--- src/rtl/day10_min_press_solver_if.sv ---
// Record fields handed from the day-10 input reader to its consumer.
// Sampled only while the consumer is waiting and reader_ready pulses.
interface day10_input_if #(
    parameter int MAX_NUM_LIGHTS    = 10,
    parameter int MAX_NUM_BUTTONS   = 13,
    parameter int MAX_NUM_BUTTONS_W = $clog2(MAX_NUM_BUTTONS + 1),
    parameter int NUM_LIGHTS_W      = $clog2(MAX_NUM_LIGHTS + 1)
);
    logic [NUM_LIGHTS_W-1:0]      num_lights;
    logic [MAX_NUM_BUTTONS_W-1:0] num_buttons;
    logic [MAX_NUM_LIGHTS-1:0]    target;
    logic [MAX_NUM_LIGHTS-1:0]    buttons [MAX_NUM_BUTTONS];

    modport master   (output num_lights, num_buttons, target, buttons);
    modport slave    (input  num_lights, num_buttons, target, buttons);
    modport producer (output num_lights, num_buttons, target, buttons);
    modport consumer (input  num_lights, num_buttons, target, buttons);
endinterface

--- src/rtl/day10_min_press_solver.sv ---
// Per machine: fetch a record, walk all button subsets in Gray-code order (one XOR per cycle),
// keep the minimum press count that reaches the target, and sum it over the input stream.
module day10_min_press_solver #(
    parameter int MAX_NUM_LIGHTS    = 10,
    parameter int MAX_NUM_BUTTONS   = 13,
    parameter int MAX_NUM_BUTTONS_W = $clog2(MAX_NUM_BUTTONS + 1),
    parameter int TOTAL_W           = 32
) (
    input  logic                         clk,
    input  logic                         rst_n,
    input  logic                         start,
    output logic                         reader_start,
    input  logic                         reader_ready,
    input  logic                         end_of_input,
    day10_input_if.consumer              day10_input,
    output logic                         machine_valid,
    output logic [MAX_NUM_BUTTONS_W-1:0] machine_presses,
    output logic                         machine_no_sol,
    output logic [TOTAL_W-1:0]           total,
    output logic                         busy,
    output logic                         done,
    output logic [2:0]                   dbg_state
);
    localparam int KW = MAX_NUM_BUTTONS + 1;
    localparam logic [MAX_NUM_BUTTONS_W-1:0] NO_SOL = '1;

    // Handshake: reader_start is a one-cycle request issued from REQUEST; the reader answers
    // with a one-cycle reader_ready, and record fields are captured only in that cycle while in
    // WAIT_INPUT. reader_ready in any other state is ignored.
    typedef enum logic [2:0] {
        S_IDLE, S_REQUEST, S_WAIT_INPUT, S_SEARCH, S_ACCUM, S_DONE
    } state_t;

    state_t state, state_nxt;

    logic [MAX_NUM_BUTTONS_W-1:0] nb;
    logic [MAX_NUM_LIGHTS-1:0]    tgt;
    logic [MAX_NUM_LIGHTS-1:0]    btn [MAX_NUM_BUTTONS];
    logic [MAX_NUM_LIGHTS-1:0]    cur;
    logic [MAX_NUM_BUTTONS_W-1:0] pc;
    logic [MAX_NUM_BUTTONS_W-1:0] best;
    logic [MAX_NUM_BUTTONS-1:0]   k;

    logic [KW-1:0]                k_span;
    logic                         last_k;
    logic [MAX_NUM_BUTTONS_W-1:0] j;
    logic [MAX_NUM_BUTTONS-1:0]   gray;
    logic [MAX_NUM_LIGHTS-1:0]    step_cur;
    logic [MAX_NUM_BUTTONS_W-1:0] step_pc;
    logic [MAX_NUM_BUTTONS_W-1:0] best_nxt;
    logic                         unused_num_lights;

    assign unused_num_lights = ^day10_input.num_lights;

    function automatic logic [MAX_NUM_BUTTONS_W-1:0] ctz(input logic [MAX_NUM_BUTTONS-1:0] v);
        ctz = '0;
        for (int i = MAX_NUM_BUTTONS - 1; i >= 0; i--)
            if (v[i]) ctz = i[MAX_NUM_BUTTONS_W-1:0];
    endfunction

    // Step k flips button ctz(k); its new Gray bit says whether it was pressed or released.
    assign k_span   = (KW'(1) << nb) - KW'(1);
    assign last_k   = ({1'b0, k} == k_span);
    assign j        = ctz(k);
    assign gray     = k ^ (k >> 1);
    assign step_cur = (k == '0) ? cur : (cur ^ btn[j]);
    assign step_pc  = (k == '0) ? pc : (gray[j] ? pc + MAX_NUM_BUTTONS_W'(1)
                                                : pc - MAX_NUM_BUTTONS_W'(1));
    assign best_nxt = ((step_cur == tgt) && (step_pc < best)) ? step_pc : best;
    assign dbg_state = state;

    always_ff @(posedge clk) begin
        if (!rst_n) state <= S_IDLE;
        else        state <= state_nxt;
    end

    always_comb begin
        state_nxt       = state;
        reader_start    = 1'b0;
        machine_valid   = 1'b0;
        machine_presses = '0;
        machine_no_sol  = 1'b0;
        busy            = 1'b0;
        done            = 1'b0;
        case (state)
            S_IDLE:       if (start) state_nxt = S_REQUEST;
            S_REQUEST: begin
                busy         = 1'b1;
                reader_start = 1'b1;
                state_nxt    = S_WAIT_INPUT;
            end
            S_WAIT_INPUT: begin
                busy = 1'b1;
                if (reader_ready) state_nxt = S_SEARCH;
            end
            S_SEARCH: begin
                busy = 1'b1;
                if (last_k) state_nxt = S_ACCUM;
            end
            S_ACCUM: begin
                busy            = 1'b1;
                machine_valid   = 1'b1;
                machine_no_sol  = (best == NO_SOL);
                machine_presses = (best == NO_SOL) ? '0 : best;
                state_nxt       = end_of_input ? S_DONE : S_REQUEST;
            end
            S_DONE: begin
                done = 1'b1;
                if (start) state_nxt = S_REQUEST;
            end
            default:      state_nxt = S_IDLE;
        endcase
    end

    always_ff @(posedge clk) begin
        if (!rst_n) begin
            nb    <= '0;
            tgt   <= '0;
            cur   <= '0;
            pc    <= '0;
            best  <= NO_SOL;
            k     <= '0;
            total <= '0;
            for (int i = 0; i < MAX_NUM_BUTTONS; i++) btn[i] <= '0;
        end else begin
            case (state)
                S_IDLE, S_DONE: if (start) total <= '0;
                S_WAIT_INPUT: if (reader_ready) begin
                    nb   <= day10_input.num_buttons;
                    tgt  <= day10_input.target;
                    for (int i = 0; i < MAX_NUM_BUTTONS; i++) btn[i] <= day10_input.buttons[i];
                    cur  <= '0;
                    pc   <= '0;
                    k    <= '0;
                    best <= NO_SOL;
                end
                S_SEARCH: begin
                    cur  <= step_cur;
                    pc   <= step_pc;
                    best <= best_nxt;
                    k    <= k + MAX_NUM_BUTTONS'(1);
                end
                S_ACCUM: if (best != NO_SOL) total <= total + TOTAL_W'(best);
                default: ;
            endcase
        end
    end
endmodule

--- src/flat_wrapper.sv ---
// flat-port wrapper written by rule: the top's interface ports become plain ports
module day10_min_press_solver_flat 
#(
    parameter int MAX_NUM_LIGHTS    = 10,
    parameter int MAX_NUM_BUTTONS   = 13,
    parameter int MAX_NUM_BUTTONS_W = $clog2(MAX_NUM_BUTTONS + 1),
    parameter int TOTAL_W           = 32
)
  (clk, rst_n, start, reader_start, reader_ready, end_of_input, machine_valid, machine_presses, machine_no_sol, total, busy, done, dbg_state, day10_input_num_lights, day10_input_num_buttons, day10_input_target, day10_input_buttons);
  day10_input_if #(.MAX_NUM_LIGHTS(MAX_NUM_LIGHTS), .MAX_NUM_BUTTONS(MAX_NUM_BUTTONS), .MAX_NUM_BUTTONS_W(MAX_NUM_BUTTONS_W)) day10_input_i ();
  input  logic clk;
  input  logic rst_n;
  input  logic start;
  output logic reader_start;
  input  logic reader_ready;
  input  logic end_of_input;
  output logic machine_valid;
  output logic [MAX_NUM_BUTTONS_W-1:0] machine_presses;
  output logic machine_no_sol;
  output logic [TOTAL_W-1:0] total;
  output logic busy;
  output logic done;
  output logic [2:0] dbg_state;
  input wire logic [$bits(day10_input_i.num_lights)-1:0] day10_input_num_lights;
  input wire logic [$bits(day10_input_i.num_buttons)-1:0] day10_input_num_buttons;
  input wire logic [$bits(day10_input_i.target)-1:0] day10_input_target;
  input wire logic [$bits(day10_input_i.buttons)-1:0] day10_input_buttons;
  assign day10_input_i.num_lights = day10_input_num_lights;
  assign day10_input_i.num_buttons = day10_input_num_buttons;
  assign day10_input_i.target = day10_input_target;
  assign day10_input_i.buttons = {>>{day10_input_buttons}};
  day10_min_press_solver #(.MAX_NUM_LIGHTS(MAX_NUM_LIGHTS), .MAX_NUM_BUTTONS(MAX_NUM_BUTTONS), .MAX_NUM_BUTTONS_W(MAX_NUM_BUTTONS_W), .TOTAL_W(TOTAL_W)) u_core (.clk(clk), .rst_n(rst_n), .start(start), .reader_start(reader_start), .reader_ready(reader_ready), .end_of_input(end_of_input), .day10_input(day10_input_i), .machine_valid(machine_valid), .machine_presses(machine_presses), .machine_no_sol(machine_no_sol), .total(total), .busy(busy), .done(done), .dbg_state(dbg_state));
endmodule
--- config.mk ---
export PLATFORM = sky130hd
export DESIGN_NAME = day10_min_press_solver_flat
export DESIGN_NICKNAME = d
export VERILOG_FILES = /design/src/rtl/day10_min_press_solver_if.sv /design/src/rtl/day10_min_press_solver.sv /design/src/flat_wrapper.sv
export SDC_FILE = /design/constraint.sdc
export NUM_CORES = 1
export LEC_CHECK = 0
export ABC_AREA = 1
export BUFFER_PORTS_ARGS = -buffer_cell sky130_fd_sc_hd__buf_2
export CAP_MARGIN = 15
export CELL_PAD_IN_SITES_DETAIL_PLACEMENT = 0
export CELL_PAD_IN_SITES_GLOBAL_PLACEMENT = 1
export CORE_MARGIN = 2
export CORE_UTILIZATION = 40
export DETAILED_ROUTE_END_ITERATION = 8
export GPL_TIMING_DRIVEN = 0
export PLACE_DENSITY_LB_ADDON = 0.12
export SETUP_SLACK_MARGIN = 0.4
export SLEW_MARGIN = 10
export SYNTH_ARGS = -nofsm -noshare
export SYNTH_HDL_FRONTEND = slang
export SYNTH_SLANG_ARGS = --single-unit
--- constraint.sdc ---
create_clock -name clk -period 7.1 [get_ports clk]
set_clock_uncertainty 0.2 [all_clocks]
set_input_delay 0.355 -clock clk [delete_from_list [all_inputs] [get_ports clk]]
set_output_delay 0.355 -clock clk [all_outputs]
set_load 0.01 [all_outputs]
==> results.md, run 1 <==
* Core Rows at 61
* Drt total wl at 34,000 um
* Warnings, synthesis at 0
* # IOs at 197
* Layout fillers at 2,695
* CTS sink count at 210
* Placed cell area at 12,700 um^2
* Total iterations of the first detailed-routing run at 5
* Avg Cell Area, Syn at 7.96 um^2
* Setup CP Type: flop to flop
* Vias in the first global route at 10,129
* FF-to-FF Start: u_core.k[0]$_SDFFE_PN0P_
* Largest net degree at the start of global routing at 60
* R2R Path End: u_core.best[0]$_SDFFE_PN1P_
* FF+latch count, synth at 210
* CTS tree: built
* RePlAce Congestion at 0.856
* DIE HEIGHT at 171 um
* Via Count at 10,362
* First-pass GRT wire length at 53,300 um
* Hold-fix buffers at CTS at 145
* Worst Max-Slew Pin Slew at 1.14 ns
* Clk buf depth at 3
* Mapped Cells at 1,407
* Hold path endpoint: u_core.dbg_state[2]$_SDFFE_PN0P_
* Placed cell count at 1,978
* Setup crit start kind: flop
* Max Slew Vio Count at 0
* VDD IR-drop max at 0.000136 V
* Total global routing overflow at 0
* Clk root buf: clkbuf_16
* Area of the multi-input gates at 4480 um^2
* RSZ-0062 raised after global routing: no
* # setup viols final at 0
* R2R depth at 19
* Hold Crit Start: reader_ready
* Clk_lat worst skew at 0.54 ns
* Antenna violations before repair at 0
* Cts repair resizes at 0
* Sequential Area at 5510 um^2
* Fmax at 193 MHz
* Number of synthesized flops with an enable pin at 130
* Hold Fails Final Rpt at 0
* CTS buffer count at 25
* Post-synth ARST share at 0%
* Iteration-0 DRC Markers at 774
* Post-DP HPWL at 23,800 um
* Total setup buffers inserted after CTS at 0
* Final instance area at 14,900 um^2
* Seq/Total Area, Yosys at 49.1%
* Core ar. at 27,700 um^2
* Starting density of the core at 40.4%
* H-tree levels at 1
* Final routed DRC violation total at 0
* Worst hold path class: input port to flop
* Post-DR vias/cell at 4.78
* Average routed wire per standard cell at 15.7 um
* IO Port Bufs at 191
* Fin cells at 2,169
* R2r setup slk at 1.92 ns
* Slew headroom at 22.9%
* Worst Setup End Kind: flop
* Antenna cell count at 0
* Cell variety after synth at 50
* Die Area at 29,400 um^2
* Post-Syn Nets at 1,591
* Tcrit/Tclk final at 73.0%
* P&R area growth vs syn at 33.2%
* Crit path DAT at 5.36 ns
* Synth Cell Area at 11,200 um^2
* Share of cells above drive strength 1 at 15.9%
* Hold Path Stages at 3
* Pwr dens at 230 nW/um^2
* Total GRT Usage at 23.4%
* CP required at 7.28 ns
* DIE WIDTH at 171 um
* Max FO, Critical Path at 10
* Antenna viol nets, final at 0
* Clock transition at path regs at 0.06 ns
* # nets final at 1,956
* Pleak at 7.06 nW
* Post-layout minimum cycle time at 5.18 ns
* Outcome: complete, no violations
* Max-Cap Viols at 0
* Dominant synthesized flop cell: edfxtp_1
-- metal layers --
metal | vias up | routed length, um | GRT usage, %
li1 | 5305 | - | -
met1 | 4713 | 15600 | 32.1
met2 | 285 | 15400 | 38.1
met3 | 59 | 1890 | 3.64
met4 | 0 | 1030 | 7.44
met5 | - | 0 | 0
-- through the flow --
step	power, mW	hold WS [ns]	worst slack (ns)	TNS [ns]	util [%]
floorplan	1.92	0.259	1.40	0	-
global route	3.62	0.187	1.47	0	53.9
detailed placement	2.15	0.252	1.98	0	45.8
finish	3.43	0.155	1.92	0	53.9
CTS	3.46	0.123	1.96	0	53.9
global placement	2.15	0.249	-0.913	-113.71	45.6
-- final cells by class --
class,count,share of cell area [%]
Buffer,58,1.90
Sequential cell,210,36.9
Tap cell,378,3.17
Inverter,249,6.26
Clock buffer,32,4.44
Clock inverter,14,0.855
Timing Repair Buffer,338,16.5
Multi-Input combinational cell,890,30.0
-- report_power, final --
part | internal (mW) | switching, mW
Clock | 0.732 | 0.509
Sequential | 1.42 | 0.0584
Combinational | 0.269 | 0.437
Total | 2.42 | 1.00
-- Yosys cell counts, drive strengths merged, types with 2 or more instances --
cell / n / area share (%)
o211ai: 5 / 0.34
xor2: 9 / 0.70
o21a: 2 / 0.13
nand3: 221 / 10
xnor2: 4 / 0.31
ha: 30 / 3.4
or2: 8 / 0.45
and3: 2 / 0.11
a31oi: 2 / 0.11
buf: 21 / 1.3
clkbuf: 37 / 1.2
o21ai: 54 / 2.5
nand2: 271 / 9.2
nand4: 12 / 0.99
edfxtp: 130 / 35
a211oi: 7 / 0.47
a21oi: 69 / 3.2
o31ai: 5 / 0.34
inv: 248 / 8.3
nor3b: 3 / 0.20
nor2: 158 / 5.6
dfxtp: 80 / 14
o311ai: 2 / 0.16
nor3: 13 / 0.78
o21bai: 2 / 0.13
nor4: 5 / 0.41
-- layout by cell type (no fill, tap or decap), types with 5 or more instances in the layout --
| cell | synthesis | routed |
|---|---|---|
| ha_1 | 30 | 30 |
| a21oi_1 | 65 | 65 |
| clkinv_2 | 0 | 5 |
| clkinv_1 | 1 | 7 |
| buf_4 | 7 | 7 |
| o31ai_1 | 5 | 5 |
| nand3_1 | 219 | 219 |
| dfxtp_1 | 80 | 80 |
| edfxtp_1 | 130 | 130 |
| nor3_1 | 11 | 11 |
| clkbuf_1 | 37 | 42 |
| o21ai_0 | 51 | 51 |
| or2_2 | 7 | 7 |
| dlygate4sd3_1 | 0 | 145 |
| o211ai_1 | 5 | 5 |
| nand4_1 | 9 | 9 |
| clkbuf_16 | 0 | 25 |
| nand2_1 | 266 | 266 |
| buf_2 | 11 | 202 |
| inv_2 | 5 | 5 |
| a211oi_1 | 7 | 7 |
| inv_1 | 243 | 243 |
| nor2_1 | 154 | 154 |
| xor2_1 | 9 | 9 |
-- flip-flops by register name, summed over array words and instances (netlist names) --
register and count:
u_core.best 4, u_core.btn 130, u_core.cur 10, u_core.dbg_state 3
u_core.k 13, u_core.nb 4, u_core.pc 4, u_core.tgt 10
u_core.total 32
-- worst max path at each step --
stage | start | to | slack (ns) | depth (start not counted)
floorplan | u_core.dbg_state[1]$_SDFFE_PN0P_ | u_core.btn[0][0]$_SDFFCE_PN0P_ | 1.40 | 7
CTS | u_core.k[0]$_SDFFE_PN0P_ | u_core.best[0]$_SDFFE_PN1P_ | 1.96 | 19
detailed placement | u_core.k[0]$_SDFFE_PN0P_ | u_core.best[0]$_SDFFE_PN1P_ | 1.98 | 19
finish | u_core.k[0]$_SDFFE_PN0P_ | u_core.best[0]$_SDFFE_PN1P_ | 1.92 | 19
global placement | u_core.dbg_state[0]$_SDFFE_PN0P_ | u_core.tgt[4]$_SDFFE_PN0P_ | -0.91 | 9
global route | u_core.k[11]$_SDFFE_PN0P_ | u_core.best[0]$_SDFFE_PN1P_ | 1.47 | 33
-- worst max-delay path, cell delays in order, from the launching register on --
cell and delay, ns:
dfxtp_1 0.42, clkinv_1 0.20, clkbuf_1 0.52, ha_1 0.27
nand4_1 0.09, nor4_1 0.75, clkbuf_1 0.59, inv_1 0.26
o21ai_0 0.29, ha_1 0.28, a21oi_1 0.18, o21bai_1 0.11
a211oi_1 0.23, nand2_1 0.08, inv_1 0.05, nand2_1 0.04
nor2_1 0.13, nand3_2 0.15, nand3_1 0.10, nand3_1 0.09
-- logic make-up (layout without fill, tap and decap cells) --
kind of cell / count (synthesis) / after routing / share of synthesized area (%)
and+or+nand+nor: 693 / 693 / 27.7
buffers and inverters: 307 / 691 / 10.8
DFF: 210 / 210 / 49.1
AOI/OAI and AO/OA: 153 / 153 / 7.72
adders and majority gates: 31 / 31 / 3.53
xor gates and xnor gates: 13 / 13 / 1.02
No activity file was read; power rests on OpenSTA's default activity.
==> run 2: changes to the inputs <==
- clock period: 7.1 -> 5.1 ns (I/O delays scaled with it)
==> run 2 against run 1 <==
Effect of this change:
- utilization is 0.85 points higher
- hold slack worse by 0.12 ns
- power is 40% higher
- clock power is 40% higher
==> results.md, run 2 (synthesis results as in run 1) <==
* Core Rows at 61
* Worst hold path class: input port to flop
* CP required at 5.28 ns
* Largest net degree at the start of global routing at 91
* Sequential Area at 5520 um^2
* Critical-path top delay cell: dfxtp_4
* Most frequent cells in the layout: nand2_1, inv_1, nand3_1
* Slew headroom at 25.1%
* R2r setup slk at 0.67 ns
* Layout fillers at 2,678
* Iteration-0 DRC Markers at 694
* Final routed DRC violation total at 0
* Largest register FFs at 130
* Worst Setup End Kind: flop
* RSZ-0062 raised after global routing: yes
* Crit path top cell by count: nand2_1
* Average routed wire per standard cell at 15.8 um
* Max FO, Critical Path at 6
* Hold Crit Start: start
* Antenna violations before repair at 0
* Post-DR vias/cell at 4.78
* Sum Neg Setup Slack at 0 ns
* Top reg by flops: u_core.btn
* Commonest non-fill, non-tap cell in the layout: nand2_1
* Setup crit start kind: flop
* Hold_ws at 0.0303 ns
* IO Port Bufs at 191
* Max Slew Vio Count at 0
* H-tree levels at 1
* Post-layout minimum cycle time at 4.43 ns
* Total iterations of the first detailed-routing run at 5
* Crit path DAT at 4.61 ns
* RePlAce Congestion at 0.847
* DIE HEIGHT at 171 um
* Outcome: complete, no violations
* Pwr dens at 317 nW/um^2
* Hold Fails Final Rpt at 0
* Share of cells above drive strength 1 at 18.0%
* Power Total at 4.80 mW
* # setup viols final at 0
* # nets final at 1,965
* Biggest regs: u_core.btn (130), u_core.total (32), u_core.k (13)
* Pleak at 7.15 nW
* CTS sink count at 210
* # IOs at 197
* Vias in the first global route at 10,079
* R2R Path End: u_core.best[2]$_SDFFE_PN1P_
* Hold path endpoint: u_core.dbg_state[1]$_SDFFE_PN0P_
* Post-DP HPWL at 23,900 um
* DIE WIDTH at 171 um
* Hold Path Stages at 6
* Via Count at 10,404
* Total GRT Usage at 23.4%
* Max-Cap Viols at 0
* Top Family by Delay on Critical Path: simple AND/OR/NAND/NOR gates
* Clk root buf: clkbuf_16
* Final instance area at 15,200 um^2
* Core ar. at 27,700 um^2
* CTS buffer count at 25
* Placed cell count at 1,977
* Antenna cell count at 0
* R2R depth at 38
* VDD IR-drop max at 0.000211 V
* Clock transition at path regs at 0.06 ns
* WP buf/inv at 7
* CTS tree: built
* FF-to-FF Start: u_core.k[10]$_SDFFE_PN0P_
* Utilization after layout at 54.7%
* Final WS setup at 0.675 ns
* Fmax at 226 MHz
* Placed cell area at 12,700 um^2
* Drt total wl at 34,400 um
* Place WS at 0.0512 ns
* Area of the multi-input gates at 4610 um^2
* Worst Max-Slew Pin Slew at 1.11 ns
* Tcrit/Tclk final at 86.8%
* Total global routing overflow at 0
* Setup CP Type: flop to flop
* Antenna viol nets, final at 0
* P&R area growth vs syn at 35.3%
* Worst stage delay on the critical path at 0.39 ns
* Clk_lat worst skew at 0.54 ns
* Starting density of the core at 40.4%
* First-pass GRT wire length at 53,000 um
* Clk buf depth at 3
* Die Area at 29,400 um^2
* Fin cells at 2,178
run 2: worst max-delay path by stage:
stage | slack [ns] | depth (start not counted) | end | startpoint
6_report | 0.67 | 38 | u_core.best[2]$_SDFFE_PN1P_ | u_core.k[10]$_SDFFE_PN0P_
2_1_floorplan | 0.96 | 37 | u_core.best[0]$_SDFFE_PN1P_ | u_core.k[10]$_SDFFE_PN0P_
4_1_cts | 0.42 | 33 | u_core.best[3]$_SDFFE_PN1P_ | u_core.k[11]$_SDFFE_PN0P_
5_1_grt | 0.31 | 39 | u_core.best[0]$_SDFFE_PN1P_ | u_core.k[10]$_SDFFE_PN0P_
3_3_place_gp | 0.05 | 19 | u_core.best[1]$_SDFFE_PN1P_ | u_core.k[0]$_SDFFE_PN0P_
3_5_place_dp | 0.05 | 19 | u_core.best[1]$_SDFFE_PN1P_ | u_core.k[0]$_SDFFE_PN0P_
run 2: repair_timing:
item                                    in CTS  in global routing
hold buffers                               145                  0
endpoints found under the hold margin      145                  0
gates resized for setup                     12                 47
pin swaps                                    1                 24
endpoints found under the setup margin       4                  4
buffers inserted                             1                  9
run 2: worst register-to-register path, delay by kind of cell (launching register included):
family | cells | cell delay (ns)
buffers and inverters | 7 | 0.54
adder cells (fa/ha/maj) | 3 | 0.56
flip-flops | 1 | 0.39
AO/OA/AOI/OAI | 5 | 0.56
XOR/XNOR | 1 | 0.15
AND/OR/NAND/NOR | 22 | 1.88
run 2: final cells by class:
class                   instances  share of cell area, %
plain buffers                  58                   2.15
clock buffers                  30                   4.25
clock inverters                16                  0.900
inverters                     249                   6.26
multi-input cells             890                   30.4
flip-flops and latches        210                   36.4
well taps                     378                   3.12
repair buffers                347                   16.6
run 2: per-layer routing:
metal / track usage, % / vias up / wire, um
li1: - / 5317 / -
met1: 31.9 / 4764 / 15700
met2: 39.3 / 278 / 16200
met3: 2.92 / 45 / 1640
met4: 6.23 / 0 / 827
met5: 0 / - / 0
run 2: power by group:
group          switching [mW]  total [mW]  internal, mW
Clock                   0.730        1.73          1.00
Sequential             0.0844        2.06          1.98
Combinational           0.621        1.00         0.383
==> run 3: changes to the inputs <==
- ABC_AREA: 1 -> unset
==> run 3 against run 2 <==
Effect of this change:
- the flow now finishes with violations (negative setup slack)
- synthesized cell count is 17% lower
- cell count fell by 8.9%
- routed wire length up 9.4%
- critical path type unchanged
- utilization rose by 1.2 points
- combinational power is 26% lower
- hold slack improved by 0.26 ns
- non-clock buffer count up 66
- die area is 3.0% higher
==> results.md, run 3 <==
* Outcome: finished with violations
* Failing checks: negative setup slack
* Starting density of the core at 40.4%
* Mapped Cells at 1,172
* Total global routing overflow at 0
* Largest register FFs at 130
* Worst Max-Slew Pin Slew at 1.06 ns
* Hold_ws at 0.291 ns
* Slew headroom at 28.6%
* Most used routing layer: met2
* FF-to-FF Start: u_core.k[3]$_SDFFE_PN0P_
* Crit. Startpoint: u_core.k[3]$_SDFFE_PN0P_
* Largest net degree at the start of global routing at 89
* Core Rows at 62
* GRT met2 Usage at 41.5%
* VDD IR-drop max at 0.000217 V
* Max-Cap Viols at 0
* CTS sink count at 210
* CP Cell Sequence: buf_8 > or4_4 > buf_6 > o221ai_4 > buf_8 > mux4_2 > a21oi_4 > nor3_4 > xnor2_1 > ha_2 > or3_1 > mux2i_2 > xor2_1 > ha_1 > a21o_1 > a221oi_2 > nand4_1 > a2111oi_2 > and4_1 > buf_6 > mux2i_1
* CTS tree: built
* Crit path DAT at 5.72 ns
* Average routed wire per standard cell at 19.0 um
* Final routed DRC violation total at 0
* Cell variety after synth at 76
* Hold Fails Final Rpt at 0
* Cell taking the most area after synthesis: edfxtp_1
* Antenna viol nets, final at 0
* Sum Neg Setup Slack at -1.35 ns
* Fmax at 184 MHz
* Warnings, synthesis at 0
* IO Port Bufs at 191
* Power Total at 4.45 mW
* Clk root buf: clkbuf_16
* Most frequent cells in the layout: buf_2, dlygate4sd3_1, edfxtp_1
* Die Area at 30,200 um^2
* Top area cells in the synthesized netlist: edfxtp_1, dfxtp_1, and3_1
* Placed cell area at 13,100 um^2
* # nets final at 1,767
* Vias in the first global route at 10,157
* Dominant synthesized flop cell: edfxtp_1
* FF+latch count, synth at 210
* Post-synth ARST share at 0%
* Met3 usage in global routing at 3.81%
* Pwr dens at 279 nW/um^2
* DIE HEIGHT at 174 um
* Post-Syn Nets at 1,356
* Worst hold path class: flop to flop
* First-pass GRT wire length at 58,100 um
* GRT met1 Usage at 33.8%
* Yosys top cell area share at 33.8%
* Core ar. at 28,500 um^2
* # IOs at 197
* Max FO, Critical Path at 7
* RePlAce Congestion at 0.912
* Share of cells above drive strength 1 at 22.4%
* Layout fillers at 2,619
* CTS buffer count at 25
* Worst Setup End Kind: flop
* Setup CP Type: flop to flop
* Iteration-0 DRC Markers at 664
* Max Slew Vio Count at 0
* # setup viols final at 4
* Worst stage delay on the critical path at 0.55 ns
* Post-layout minimum cycle time at 5.44 ns
* H-tree levels at 1
* Critical-path top delay cell: or4_4
* DIE WIDTH at 174 um
* Final WS setup at -0.344 ns
* Synth Cell Area at 11,500 um^2
* Utilization after layout at 55.9%
* Hold Crit Start: u_core.total[6]$_SDFFE_PN0P_
* Pleak at 6.76 nW
* Post-DP HPWL at 26,200 um
* Drt total wl at 37,600 um
* Clock transition at path regs at 0.06 ns
* Final instance area at 16,000 um^2
* Clk_lat worst skew at 0.55 ns
* Setup crit start kind: flop
* Tcrit/Tclk final at 107%
* Seq/Total Area, Yosys at 47.7%
* P&R area growth vs syn at 38.2%
* Commonest non-fill, non-tap cell in the layout: buf_2
* Antenna cell count at 0
* Clk buf depth at 3
* Total iterations of the first detailed-routing run at 5
* Antenna violations before repair at 0
* RSZ-0062 raised after global routing: yes
* Post-DR vias/cell at 5.23
* Biggest regs: u_core.btn (130), u_core.total (32), u_core.k (13)
* Top reg by flops: u_core.btn
* Avg Cell Area, Syn at 9.85 um^2
* Total GRT Usage at 24.7%
* CP required at 5.38 ns
* Leading post-synthesis cells by instance count: edfxtp_1, nand2_1, and3_1
* Number of synthesized flops with an enable pin at 130
* Via Count at 10,373
run 3: cell types whose count changed in the layout (fill, tap and decap cells not counted), moves of 26 or more:
| cell | delta |
|---|---|
| and2_1 | +46 |
| and3_1 | +112 |
| buf_4 | +33 |
| inv_1 | -217 |
| mux2i_1 | +32 |
| nand2_1 | -131 |
| nand3_1 | -182 |
| nor2_1 | -83 |
| nor2b_1 | +26 |
| xnor2_1 | +26 |
run 3: path summary, 6_finish.rpt:
kind | to | slack, ns | cells past startpoint
max | u_core.best[0]$_SDFFE_PN1P_ | -0.34 | 21
min | u_core.total[6]$_SDFFE_PN0P_ | 0.29 | 2
max reg2reg | u_core.best[0]$_SDFFE_PN1P_ | -0.34 | 21
min reg2reg | u_core.total[6]$_SDFFE_PN0P_ | 0.29 | 2
run 3: power breakdown:
part,leakage (nW),total (mW),internal [mW],switching (mW)
registers,2.00,1.97,1.93,0.0426
logic,4.38,0.737,0.321,0.417
clock network,0.379,1.74,1.00,0.740
total,6.76,4.45,3.25,1.20
run 3: routing by layer:
metal / part of all wire [%] / routed length, um / vias to the layer above
met5: 0 / 0 / -
met4: 2.0 / 752 / 0
met3: 5.7 / 2140 / 56
met2: 47 / 17600 / 324
met1: 46 / 17100 / 4894
li1: - / - / 5099
run 3: kinds of logic after synthesis:
group | after synthesis | synth area share, %
adder cells (fa/ha/maj) | 31 | 3.42
AND/OR/NAND/NOR | 517 | 23.8
buffers and inverters | 111 | 4.38
multiplexers | 44 | 4.62
XOR/XNOR | 50 | 3.79
AO/OA/AOI/OAI | 209 | 12.3
flip-flops | 210 | 47.7
run 3: worst max-delay path, delay by kind of cell (launching register included):
kind                       cells  cell delay [ns]
AOI/OAI and AO/OA              5             1.07
xor gates and xnor gates       2             0.40
adders and majority gates      2             0.46
buffers and inverters          4             0.55
DFF                            1             0.33
muxes                          3             0.91
and+or+nand+nor                5             1.45
run 3: metrics by stage:
stage / setup WS (ns) / std cells
final: -0.344 / 1985
after global routing: -0.575 / 1985
after CTS: -0.404 / 1966
after detailed placement: -1.13 / 1749
after global placement: -1.10 / 1747
after floorplan: 0.139 / 1172
run 3: what timing repair did:
item / 4_1_cts / 5_1_grt
hold buffers: 147 / 0
hold endpoints to repair: 146 / 0
pin swaps: 21 / 21
endpoints found under the setup margin: 4 / 4
buffers inserted: 25 / 19
gates resized for setup: 44 / 17
run 3: area by class of cell:
type / count / area (um^2) / area share (%)
Tap cell: 384 / 480 / 3.01
Sequential cell: 210 / 5530 / 34.6
Multi-Input combinational cell: 851 / 5730 / 35.9
Buffer: 87 / 552 / 3.46
Clock buffer: 29 / 641 / 4.01
Inverter: 24 / 95.1 / 0.596
Timing Repair Buffer: 384 / 2800 / 17.5
Clock inverter: 16 / 138 / 0.862
